--- config.mk ---
export PLATFORM = sky130hd
export DESIGN_NAME = l2_req_sched
export DESIGN_NICKNAME = d
export VERILOG_FILES = /design/src/rtl/l2_req_sched.sv
export SDC_FILE = /design/constraint.sdc
export NUM_CORES = 1
export LEC_CHECK = 0
export CORE_AREA = 2 2 68 70
export DETAILED_ROUTE_END_ITERATION = 12
export DIE_AREA = 0 0 70 72
export PLACE_DENSITY = 0.78
export SLEW_MARGIN = 40
export SYNTH_ARGS = -nofsm -noshare
export SYNTH_HDL_FRONTEND = slang
export SYNTH_SLANG_ARGS = --single-unit
--- constraint.sdc ---
create_clock -name clk -period 3.4 [get_ports clk]
set_input_delay 1.02 -clock clk [delete_from_list [all_inputs] [get_ports clk]]
set_output_delay 1.02 -clock clk [all_outputs]
set_load 0.02 [all_outputs]
--- src/rtl/l2_req_sched.sv ---
// Credit-limited L2 request scheduler: slot allocation, tagged issue, per-id completion.
// Optional macro L2_REQ_SCHED_DUP_FILTER_EN merges requests for ids already in flight.
module l2_req_sched #(
  parameter int unsigned NCL   = 16,
  parameter int unsigned CLW   = 4,
  parameter int unsigned NSLOT = 4,
  parameter int unsigned TW    = 2
) (
  input  logic           clk,
  input  logic           reset,
  input  logic           i_v,
  output logic           i_r,
  input  logic [CLW-1:0] i_clid,
  output logic           o_v,
  input  logic           o_r,
  output logic [CLW-1:0] o_clid,
  output logic [TW-1:0]  o_tag,
  input  logic           i_rsp_v,
  input  logic [TW-1:0]  i_rsp_tag,
  output logic           o_done_v,
  output logic [CLW-1:0] o_done_clid,
  output logic [NCL-1:0] o_busy,
  output logic [TW:0]    o_outst,
  output logic           o_err
);

  typedef enum logic [0:0] {StIdle, StIssue} state_e;

  state_e           state_q, state_d;
  logic [NSLOT-1:0] valid_q, valid_d;
  logic [CLW-1:0]   clid_q [NSLOT];
  logic [CLW-1:0]   o_clid_q, done_clid_q;
  logic [TW-1:0]    o_tag_q;
  logic             done_v_q, err_q;

  logic             rsp_valid, rsp_hit, free_any, can_take, accept, issue;
  logic [CLW-1:0]   rsp_clid;
  logic [TW-1:0]    alloc_idx;
`ifdef L2_REQ_SCHED_DUP_FILTER_EN
  logic             dup;
`endif

  always_comb begin
    rsp_valid = i_rsp_v && valid_q[i_rsp_tag];
    rsp_clid  = clid_q[i_rsp_tag];
    rsp_hit   = rsp_valid && (rsp_clid == i_clid);
    // Search uses pre-response state, so a slot freed this cycle is never reallocated.
    free_any  = 1'b0;
    alloc_idx = '0;
    for (int k = NSLOT - 1; k >= 0; k--) begin
      if (!valid_q[k]) begin
        free_any  = 1'b1;
        alloc_idx = TW'(k);
      end
    end
`ifdef L2_REQ_SCHED_DUP_FILTER_EN
    dup = 1'b0;
    for (int k = 0; k < NSLOT; k++) begin
      if (valid_q[k] && (clid_q[k] == i_clid) && !(rsp_valid && (i_rsp_tag == TW'(k)))) begin
        dup = 1'b1;
      end
    end
    can_take = free_any || dup;
`else
    can_take = free_any;
`endif
    i_r    = reset && ((state_q == StIdle) || o_r) && can_take && !rsp_hit;
    accept = i_v && i_r;
`ifdef L2_REQ_SCHED_DUP_FILTER_EN
    issue  = accept && !dup;
`else
    issue  = accept;
`endif
    valid_d = valid_q;
    if (rsp_valid) valid_d[i_rsp_tag] = 1'b0;
    if (issue)     valid_d[alloc_idx] = 1'b1;
  end

  always_comb begin
    state_d = state_q;
    unique case (state_q)
      StIdle:  if (issue) state_d = StIssue;
      StIssue: if (o_r && !issue) state_d = StIdle;
      default: state_d = StIdle;
    endcase
  end

  always_comb begin
    o_busy  = '0;
    o_outst = '0;
    for (int k = 0; k < NSLOT; k++) begin
      if (valid_q[k]) o_busy[clid_q[k]] = 1'b1;
      o_outst = o_outst + (TW+1)'(valid_q[k]);
    end
  end

  always_ff @(posedge clk or negedge reset) begin
    if (!reset) begin
      state_q     <= StIdle;
      valid_q     <= '0;
      for (int k = 0; k < NSLOT; k++) clid_q[k] <= '0;
      o_clid_q    <= '0;
      o_tag_q     <= '0;
      done_v_q    <= 1'b0;
      done_clid_q <= '0;
      err_q       <= 1'b0;
    end else begin
      state_q  <= state_d;
      valid_q  <= valid_d;
      done_v_q <= rsp_valid;
      err_q    <= err_q | (i_rsp_v && !valid_q[i_rsp_tag]);
      if (issue) begin
        clid_q[alloc_idx] <= i_clid;
        o_clid_q          <= i_clid;
        o_tag_q           <= alloc_idx;
      end
      if (rsp_valid) done_clid_q <= rsp_clid;
    end
  end

  assign o_v         = (state_q == StIssue);
  assign o_clid      = o_clid_q;
  assign o_tag       = o_tag_q;
  assign o_done_v    = done_v_q;
  assign o_done_clid = done_clid_q;
  assign o_err       = err_q;

endmodule

==> impl_metrics.json, run 1 <==
{
  "outcome": "finished, violations left",
  "violations": "negative setup slack",
  "cts_tree": "done",
  "place_area_sq_mm": 0.00283,
  "p_switching_uw": 1030,
  "rr_endpoint": "clid_q[13]",
  "p_per_area_mw_per_mm2": 815,
  "p_seq_share_pct": 28.7,
  "dr.pass1.iters": 4,
  "vias_per_cell": 6.05,
  "grtUsageMet3_pct": 5.83,
  "route.detailed.drc": 0,
  "synthFlopType": "dfrtp_1",
  "io_buffers": 43,
  "grt_max_degree": 34,
  "synth_edf_count": 0,
  "grt_antenna_before_repair": 0,
  "synth_compound_area_share_pct": 15.2,
  "synth_area_leaders": "dfrtp_1 38%, mux2_2 10%, mux4_1 3.7%",
  "seq_area_frac_synth_pct": 38.5,
  "cts-root-buf": "clkbuf_8",
  "r2r-start": "clid_q[6]",
  "fp.coreArea_sq_mm": 0.00426,
  "cts_buffers": 5,
  "drtIter0Drc": 170,
  "min_path_type": "flop to flop",
  "detail-route-antenna-nets": 0,
  "crit_type": "input port to output pin",
  "vdd_drop_max_mv": 0.391,
  "yosysUniqueCellTypes": 45,
  "start_util_pct": 50.4,
  "htree_levels": 2,
  "synth-adder-area-share_pct": 2.68,
  "min_from": "o_err",
  "die_w_um": 70,
  "min_period_over_period_pct": 101,
  "timing.setup.tns_ns": -0.0213,
  "synth_top_area_share_pct": 38.5,
  "synth_top_area_cell": "dfrtp_1",
  "setup_viol": 1,
  "fin_crit_ns": 3.42,
  "yosysWarnings": 0,
  "postLayoutCellArea_sq_mm": 0.00294,
  "grt_overflow": 0,
  "p_sw_share_pct": 43.1,
  "vias": 2003,
  "wl_per_cell_um": 18.9,
  "rows": 24,
  "fmax_ghz": 0.292,
  "finalClockSkew_ns": 0.00505,
  "holdWs_ns": 0.487,
  "combPwrFrac_pct": 59.3,
  "worst_pin_slew_ns": 0.493,
  "die-area_sq_mm": 0.00504,
  "cp_max_fo": 5,
  "leakagePower_uw": 0.00126,
  "top_usage_layer": "met2",
  "synthMuxAreaShare_pct": 19.1,
  "dp_hpwl_um": 4650,
  "synth.net_count": 219,
  "place.gp.congestion": 0.937,
  "cts.sinks": 33,
  "clock_path_buffers": 2,
  "synthArstFlopShare_pct": 100,
  "worstSetupStartpointType": "input port",
  "netlist_top_cells_count": "33 x dfrtp_1, 20 x mux2_2, 20 x nand2_1",
  "yosysMostFrequentCell": "dfrtp_1",
  "synth_top_family_by_area": "simple AND/OR/NAND/NOR gates",
  "reg2reg_slack_ns": 1.01,
  "avgSynthCellArea_sq_um": 10.5,
  "n_antenna_cell": 0,
  "p_clk_share_pct": 12.0,
  "gr-usage-met1_pct": 36.1,
  "final_max_slew_viol_count": 0,
  "met2_usage_pct": 41.5,
  "synthXorXnorAreaFrac_pct": 1.63,
  "clock_latency_ns": 0.29,
  "hold_depth": 1,
  "die_y_um": 72,
  "holdPathEnd": "o_err",
  "syn_area_sq_mm": 0.00215,
  "clkTransAtPathRegs_ns": 0.07,
  "cp.required_ns": 2.38,
  "hold_viol": 0,
  "grt_pass1_vias": 1987,
  "ys_ff_latch": 33,
  "globalRouteTotalUtil_pct": 26.2,
  "grt_pass1_wl_um": 10200,
  "rsz0062_at_grt": "yes",
  "top_level_ports": 44,
  "cp-end-kind": "output pin",
  "cp.arrival_ns": 2.40,
  "finalNetCount": 293,
  "setup_slack_ns": -0.0213,
  "slew_headroom_pct": 66.9,
  "r2r_cells": 7,
  "internal_power_uw": 1360,
  "maxCapViolations": 0,
  "synth_cells": 204,
  "routed_wl_um": 6270,
  "synth-simple-area-share_pct": 19.1,
  "layout-drive-gt1-share_pct": 27.6,
  "synthToLayoutAreaGrowth_pct": 37.1
}
-- metrics by stage --
step	cells	utilization (%)	setup slack [ns]	total power, uW
detailed placement	322	66.3	-1.08	2070
floorplan	204	-	0.0106	1460
CTS	331	68.8	-0.0424	2380
finish	331	69.0	-0.0213	2400
global route	331	69.0	-0.0707	2540
global placement	322	66.3	-1.03	2060
-- metal layers --
metal / part of all wire, % / wire, um
met1: 43 / 2710
met2: 48 / 3000
met3: 7.4 / 461
met4: 1.7 / 108
met5: 0 / 0
-- cells in the final DEF (no fill, tap or decap), types with 2 or more instances in the layout --
master,synthesis,layout
mux2_4,4,4
clkbuf_1,5,3
a31oi_1,4,4
nor3b_1,2,2
nand4_1,2,2
a21oi_1,5,5
mux2_2,20,20
ha_1,3,3
xor2_2,0,2
nand2_1,20,20
inv_1,10,10
a41oi_1,2,2
a22oi_1,5,5
nor2b_1,8,8
nand3b_1,5,5
clkdlybuf4s50_1,0,39
o211ai_1,5,5
nor2_1,9,9
o21ai_0,3,3
nor3_1,5,5
or2_2,2,2
mux4_2,2,3
dfrtp_1,33,33
mux4_1,3,2
clkbuf_8,0,5
o211a_1,2,2
o32ai_1,2,2
and3_1,2,2
buf_4,0,32
o221ai_1,7,7
nand3_1,5,5
a221o_1,4,4
o22ai_1,2,2
nand2b_1,5,5
-- flip-flops by register name, summed over array words and instances (netlist names) --
signal,flops
clid_q,16
o_clid,4
o_done_clid,4
valid_q,4
o_tag,2
o_done_v,1
o_err,1
o_v,1
-- area by class of cell --
type	instances	area, sq um
flip-flops and latches	33	826
inverters	10	37.5
repair buffers	75	686
fillers	322	1320
multi-input cells	153	1250
well taps	52	65.1
clock buffers	8	80.1
-- kinds of logic after synthesis --
family / after synthesis
xor gates and xnor gates: 4
DFF: 33
and+or+nand+nor: 73
adders and majority gates: 4
AOI/OAI and AO/OA: 43
muxes: 29
buffers and inverters: 18
-- worst max path at each step --
stage	startpoint	to	slack, ns	cells after the start
after floorplan	i_rsp_tag[0]	i_r	0.01	6
after global placement	i_rsp_tag[0]	i_r	-1.03	7
after detailed placement	i_rsp_tag[0]	i_r	-1.08	7
after CTS	i_rsp_tag[0]	i_r	-0.04	7
after global routing	i_rsp_tag[0]	i_r	-0.07	7
final	i_rsp_tag[0]	i_r	-0.02	7
-- what timing repair did --
action / CTS / global route
endpoints found under the setup margin: 1 / 2
buffers inserted: 1 / 0
pin swaps: 3 / 0
hold buffers: 0 / 0
gates resized for setup: 20 / 2
-- power by group through the flow --
stage	Combinational, uW	Sequential [uW]	Clock, uW
5_1_grt	1520	706	308
3_5_place_dp	1390	687	0
2_1_floorplan	743	721	0
4_1_cts	1410	683	292
3_3_place_gp	1370	682	0
6_report	1420	688	288
-- worst max-delay path, cell delays in order --
cell and delay, ns:
buf_12 0.09, mux4_2 0.53, xor2_2 0.18, nor3_4 0.22
nand3_4 0.10, o211a_1 0.14, buf_6 0.13
Note: power is estimated with default switching activity, not from simulation.
==> run 2: changes to the inputs <==
Settings changed: CTS_CLUSTER_DIAMETER from default to 30.
==> results of run 2 <==
Same layout as run 1: the final DEF is identical, and so are final timing and power.
==> run 3: changes to the inputs <==
Settings changed: CAP_MARGIN from default to 20.
==> results of run 3 <==
Same layout as run 1: the final DEF is identical, and so are final timing and power.
